**src/rtl/sap_control_unit_if.sv**
```systemverilog
// rtl/sap_control_unit_if.sv - memory bus between the SAP sequencer and program/data memory
// SAP_MEM_WAIT_EN adds the mem_ready wait-state input.
interface sap_control_unit_if #(
  parameter int ADDR_W = 12
);
  logic [ADDR_W-1:0] mem_addr;
  logic              mem_rd;
  logic              mem_wr;
  logic [15:0]       mem_rdata;
`ifdef SAP_MEM_WAIT_EN
  logic              mem_ready;

  modport master (
    output mem_addr, mem_rd, mem_wr,
    input  mem_rdata, mem_ready
  );
  modport slave (
    input  mem_addr, mem_rd, mem_wr,
    output mem_rdata, mem_ready
  );
`else
  modport master (
    output mem_addr, mem_rd, mem_wr,
    input  mem_rdata
  );
  modport slave (
    input  mem_addr, mem_rd, mem_wr,
    output mem_rdata
  );
`endif
endinterface

```
**src/rtl/sap_control_unit.sv**
```systemverilog
// rtl/sap_control_unit.sv - SAP fetch/decode/execute sequencer owning PC, IR and ALU flags
// SAP_MEM_WAIT_EN: S_F0/S_M0 stall while mem_ready is low.
module sap_control_unit #(
  parameter int                ADDR_W   = 12,
  parameter logic [ADDR_W-1:0] RESET_PC = '0
) (
  input  logic               clk,
  input  logic               rst,
  sap_control_unit_if.master mem,
  input  logic [1:0]         alu_flag,
  output logic               acc_we,
  output logic               acc_src,
  output logic               b_we,
  output logic [3:0]         alu_op,
  output logic               out_we,
  output logic [ADDR_W-1:0]  pc,
  output logic [1:0]         flags,
  output logic               halted
);

  localparam logic [3:0] OP_NOP = 4'h0;
  localparam logic [3:0] OP_LDA = 4'h1;
  localparam logic [3:0] OP_STA = 4'h2;
  localparam logic [3:0] OP_ADD = 4'h3;
  localparam logic [3:0] OP_SUB = 4'h4;
  localparam logic [3:0] OP_INC = 4'h5;
  localparam logic [3:0] OP_DEC = 4'h6;
  localparam logic [3:0] OP_AND = 4'h7;
  localparam logic [3:0] OP_OR  = 4'h8;
  localparam logic [3:0] OP_XOR = 4'h9;
  localparam logic [3:0] OP_NOT = 4'hA;
  localparam logic [3:0] OP_JMP = 4'hB;
  localparam logic [3:0] OP_JZ  = 4'hC;
  localparam logic [3:0] OP_JO  = 4'hD;
  localparam logic [3:0] OP_OUT = 4'hE;
  localparam logic [3:0] OP_HLT = 4'hF;

  typedef enum logic [2:0] {
    S_RST, S_F0, S_F1, S_DEC, S_M0, S_M1, S_EX, S_HALT
  } state_t;

  state_t            state_q, state_d;
  logic [ADDR_W-1:0] pc_q, pc_d;
  logic [15:0]       ir_q, ir_d;
  logic [1:0]        flags_q, flags_d;

  logic [ADDR_W-1:0] mem_addr_c;
  logic              mem_rd_c;
  logic              mem_wr_c;
  logic              mem_ready;
  logic [3:0]        opc;
  logic [ADDR_W-1:0] ir_addr;

`ifdef SAP_MEM_WAIT_EN
  assign mem_ready = mem.mem_ready;
`else
  assign mem_ready = 1'b1;
`endif

  assign opc     = ir_q[15:12];
  assign ir_addr = ir_q[ADDR_W-1:0];

  // Opcodes 3..A double as ALU op codes; everything else defaults to ADD.
  always_comb begin
    alu_op = OP_ADD;
    if (opc >= OP_ADD && opc <= OP_NOT) alu_op = opc;
  end

  always_comb begin
    state_d    = state_q;
    pc_d       = pc_q;
    ir_d       = ir_q;
    flags_d    = flags_q;
    mem_addr_c = '0;
    mem_rd_c   = 1'b0;
    mem_wr_c   = 1'b0;
    acc_we     = 1'b0;
    acc_src    = 1'b0;
    b_we       = 1'b0;
    out_we     = 1'b0;
    halted     = 1'b0;
    case (state_q)
      S_RST: state_d = S_F0;
      S_F0: begin
        mem_addr_c = pc_q;
        mem_rd_c   = 1'b1;
        if (mem_ready) state_d = S_F1;
      end
      S_F1: begin
        ir_d    = mem.mem_rdata;
        pc_d    = pc_q + ADDR_W'(1);
        state_d = S_DEC;
      end
      S_DEC: begin
        state_d = S_F0;
        case (opc)
          OP_NOP: ;
          OP_OUT: out_we = 1'b1;
          OP_JMP: pc_d = ir_addr;
          OP_JZ:  if (flags_q[0]) pc_d = ir_addr;
          OP_JO:  if (flags_q[1]) pc_d = ir_addr;
          OP_HLT: state_d = S_HALT;
          OP_INC, OP_DEC, OP_NOT: state_d = S_EX;
          default: state_d = S_M0;
        endcase
      end
      S_M0: begin
        mem_addr_c = ir_addr;
        if (opc == OP_STA) begin
          mem_wr_c = 1'b1;
          if (mem_ready) state_d = S_F0;
        end else begin
          mem_rd_c = 1'b1;
          if (mem_ready) state_d = S_M1;
        end
      end
      S_M1: begin
        mem_addr_c = ir_addr;
        if (opc == OP_LDA) begin
          acc_we  = 1'b1;
          acc_src = 1'b1;
          state_d = S_F0;
        end else begin
          b_we    = 1'b1;
          state_d = S_EX;
        end
      end
      S_EX: begin
        acc_we  = 1'b1;
        flags_d = alu_flag;
        state_d = S_F0;
      end
      S_HALT: halted = 1'b1;
      default: state_d = S_RST;
    endcase
  end

  always_ff @(posedge clk) begin
    if (rst) begin
      state_q <= S_RST;
      pc_q    <= RESET_PC;
      ir_q    <= '0;
      flags_q <= '0;
    end else begin
      state_q <= state_d;
      pc_q    <= pc_d;
      ir_q    <= ir_d;
      flags_q <= flags_d;
    end
  end

  assign mem.mem_addr = mem_addr_c;
  assign mem.mem_rd   = mem_rd_c;
  assign mem.mem_wr   = mem_wr_c;
  assign pc           = pc_q;
  assign flags        = flags_q;

endmodule
```
**src/flat_wrapper.sv**
```systemverilog
// flat-port wrapper written by rule: the top's interface ports become plain ports
module sap_control_unit_flat 
#(
  parameter int                ADDR_W   = 12,
  parameter logic [ADDR_W-1:0] RESET_PC = '0
)
  (clk, rst, alu_flag, acc_we, acc_src, b_we, alu_op, out_we, pc, flags, halted, mem_mem_addr, mem_mem_rd, mem_mem_wr, mem_mem_rdata);
  sap_control_unit_if #(.ADDR_W(ADDR_W)) mem_i ();
  input  logic clk;
  input  logic rst;
  input  logic [1:0] alu_flag;
  output logic acc_we;
  output logic acc_src;
  output logic b_we;
  output logic [3:0] alu_op;
  output logic out_we;
  output logic [ADDR_W-1:0] pc;
  output logic [1:0] flags;
  output logic halted;
  output wire logic [$bits(mem_i.mem_addr)-1:0] mem_mem_addr;
  output wire logic [$bits(mem_i.mem_rd)-1:0] mem_mem_rd;
  output wire logic [$bits(mem_i.mem_wr)-1:0] mem_mem_wr;
  input wire logic [$bits(mem_i.mem_rdata)-1:0] mem_mem_rdata;
  assign mem_mem_addr = mem_i.mem_addr;
  assign mem_mem_rd = mem_i.mem_rd;
  assign mem_mem_wr = mem_i.mem_wr;
  assign mem_i.mem_rdata = mem_mem_rdata;
  sap_control_unit #(.ADDR_W(ADDR_W), .RESET_PC(RESET_PC)) u_core (.clk(clk), .rst(rst), .mem(mem_i), .alu_flag(alu_flag), .acc_we(acc_we), .acc_src(acc_src), .b_we(b_we), .alu_op(alu_op), .out_we(out_we), .pc(pc), .flags(flags), .halted(halted));
endmodule
```
**config.mk**
```make
export PLATFORM = sky130hd
export DESIGN_NAME = sap_control_unit_flat
export DESIGN_NICKNAME = d
export VERILOG_FILES = /design/src/rtl/sap_control_unit_if.sv /design/src/rtl/sap_control_unit.sv /design/src/flat_wrapper.sv
export SDC_FILE = /design/constraint.sdc
export NUM_CORES = 1
export LEC_CHECK = 0
export CAP_MARGIN = 15
export CORE_UTILIZATION = 44
export DETAILED_ROUTE_END_ITERATION = 16
export PLACE_DENSITY_LB_ADDON = 0.1
export SYNTH_ARGS = -nofsm -noshare
export SYNTH_HDL_FRONTEND = slang
export SYNTH_SLANG_ARGS = --single-unit
```
**constraint.sdc**
```tcl
create_clock -name clk -period 1.75 [get_ports clk]
set_input_delay 0.2625 -clock clk [delete_from_list [all_inputs] [get_ports clk]]
set_output_delay 0.2625 -clock clk [all_outputs]
set_load 0.01 [all_outputs]
```
==> impl_results.md <==
* R2r setup slk at -0.02 ns
* Gpl congestion at 0.970
* Fin crit share at 102%
* Worst path required time at 1.49 ns
* CTS root buffer: clkbuf_8
* Num CTS Buffers at 5
* Routed Antenna Nets at 0
* IO Port Bufs at 56
* Row count at 25
* Setup TNS at -0.0507 ns
* Syn Inst Count at 294
* Worst r2r path cells at 5
* CTS H-tree depth at 2
* Hold WC Path Type: flop to flop
* Achievable frequency at 562 MHz
* Via density at 5.70
* # IOs at 57
* RSZ-0062 raised after global routing: yes
* Total routed wirelength at 6580 µm
* EDFF count, synth at 0
* Total grt overflow at 0
* Skew-Pair Late Insertion Delay at 0.28 ns
* Maximum fanout along the worst path at 3
* Async set-reset flop share out of synthesis at 0%
* Min-Delay Startpoint: u_core.ir_q[0]
* Gr usage total at 25.7%
* Total power at 1920 µW
* Remaining DRCs at 0
* Most frequent cells in the layout: 55 x nand2_1, 41 x buf_4, 34 x a21oi_1, 33 x clkdlybuf4s50_1, 28 x dfxtp_1
* Die ar. at 5160 µm²
* Netlist cell types at 55
* Synthesized cell area at 2150 µm²
* Initial Util at 45.5%
* CP arrival at 1.52 ns
* Run status: finished with violations
* Vias at 2553
* Worst slew margin at 76.3%
* Peak VDD IR at 0.428 mV
* Core Box Area at 4720 µm²
* Die Span X at 71.9 µm
* First-pass GRT wire length at 10400 µm
* Hold Path End: u_core.ir_q[0]
* # clock sinks at 33
* NumNets Final at 401
* Post-Layout Cell Count at 448
* Crit path launch type: flop
* PD cells at 601 nW/µm²
* Clock transition at the registers of the reported paths at 0.07 ns
* CTS tree: yes
* HPWL Detailed at 4640 µm
* Wire length per cell at 14.7 µm
* Placed cell count at 431
* Syn_area_per_cell at 7.30 µm²
* Final hold vios at 0
* Layout Skew at 0.00499 ns
* Mapped Nets at 315
* Reg2reg start: u_core.state_q[2]
* Reg2reg end: u_core.pc[11]
* Critical path class: flop to primary output
* Sequential element share of the synthesized area at 30.8%
* Worst slew pin tran at 0.353 ns
* Layout cell share with drive strength beyond 1 at 27.6%
* Antenna diodes at 0
* Drt initial violations at 220
* Leakage power at 0.00125 µW
* Final Setup Violations at 3
* Slew Limit Fails at 0
* Max clock buf depth at 2
* Vias in the first global route at 2179
* Commonest non-fill, non-tap cell in the layout: nand2_1
* Largest net degree at the start of global routing at 20
* Failing checks: negative setup slack
* Worst setup margin at -0.0297 ns
* Area delta synth->final at 48.5%
* Max-cap violations at 0
* Synth warnings at 0
* Final Critical Period at 1.78 ns
* Hold Path Cell Cnt at 2
* Seq cells post-synth at 33
* Setup crit end kind: primary output
* Ys flop type: dfxtp_1
* Die Span Y at 71.9 µm
* Initial antenna violation count at 0
* CTS Hold Buffers Added at 0
* DR pass1 iterations at 5
-- through the flow --
stage	instance area [µm²]	util (%)	worst slack, ns	hold WS [ns]
final	3190	67.5	-0.0297	0.473
after CTS	3120	66.1	-0.0323	0.476
after global placement	3000	63.4	-0.276	0.463
after global routing	3190	67.5	-0.0813	0.500
after floorplan	2150	-	0.0637	0.398
after detailed placement	3000	63.4	-0.280	0.466
-- layout make-up --
type | count | area (µm²)
Timing Repair Buffer | 107 | 893
Inverter | 7 | 26.3
Tap cell | 67 | 83.8
Clock inverter | 2 | 10.0
Multi-Input combinational cell | 226 | 1430
Clock buffer | 6 | 72.6
Sequential cell | 33 | 669
Fill cell | 420 | 1540
-- registers in the layout, summed over array words and instances (netlist names) --
signal          count
u_core.flags        2
u_core.state_q      3
u_core.ir_q        16
u_core.pc          12
-- power breakdown --
part | leakage [µW] | switching [µW] | internal, µW
Sequential | 0.000270 | 39.6 | 789
Clock | 0.0000450 | 291 | 276
Combinational | 0.000931 | 262 | 259
Total | 0.00125 | 593 | 1320
-- cells in the mapped netlist, types with 6 or more instances --
cell type | number | area share [%]
nand2_1 | 56 | 9.8
clkbuf_1 | 18 | 3.1
inv_1 | 7 | 1.2
o21ai_0 | 11 | 2.6
dfxtp_1 | 33 | 31
nor2_1 | 14 | 2.4
a21oi_1 | 36 | 8.4
nand3b_1 | 9 | 3.1
mux2i_1 | 6 | 2.8
nand3_1 | 6 | 1.4
a211oi_1 | 6 | 2.1
-- cells by family (layout without fill, tap and decap cells) --
family,count (synthesis),in the layout,share of synthesized area [%]
fa+ha+maj,1,1,0.583
compound gates,82,82,24.4
xor+xnor,2,2,0.816
mux,9,9,4.37
flops,33,33,30.8
simple gates,132,132,32.4
buf+inv,35,122,6.64
-- what timing repair did --
| action | CTS | global route |
|---|---|---|
| endpoints found under the setup margin | 23 | 24 |
| buffers inserted | 3 | 5 |
| resized for setup | 65 | 42 |
| pin swaps | 6 | 10 |
| gates cloned | 0 | 1 |
-- worst max-delay path by stage --
stage / depth (start not counted) / slack, ns / from / endpoint
2_1_floorplan: 5 / 0.06 / u_core.state_q[0] / mem_mem_addr[3]
3_3_place_gp: 3 / -0.28 / u_core.ir_q[15] / mem_mem_wr
3_5_place_dp: 3 / -0.28 / u_core.ir_q[15] / mem_mem_wr
4_1_cts: 5 / -0.03 / u_core.ir_q[14] / mem_mem_rd
5_1_grt: 5 / -0.08 / u_core.ir_q[15] / mem_mem_rd
6_report: 5 / -0.03 / u_core.ir_q[15] / mem_mem_rd
-- per-layer routing --
| metal | share of wire, % | up-vias | GRT usage [%] | routed length, µm |
|---|---|---|---|---|
| met5 | 0 | - | 0 | 0 |
| met4 | 0.96 | 0 | 7.41 | 63 |
| met3 | 6.9 | 8 | 4.22 | 456 |
| met2 | 49 | 121 | 41.8 | 3190 |
| met1 | 44 | 1188 | 35.0 | 2870 |
| li1 | - | 1236 | - | - |
-- worst max-delay path, stage by stage (launching register included) --
cell,delay (ns)
dfxtp_2,0.33
or4b_4,0.55
nand2_2,0.07
mux2_4,0.14
nor2_2,0.03
buf_2,0.12
Note: power is estimated with default switching activity, not from simulation.
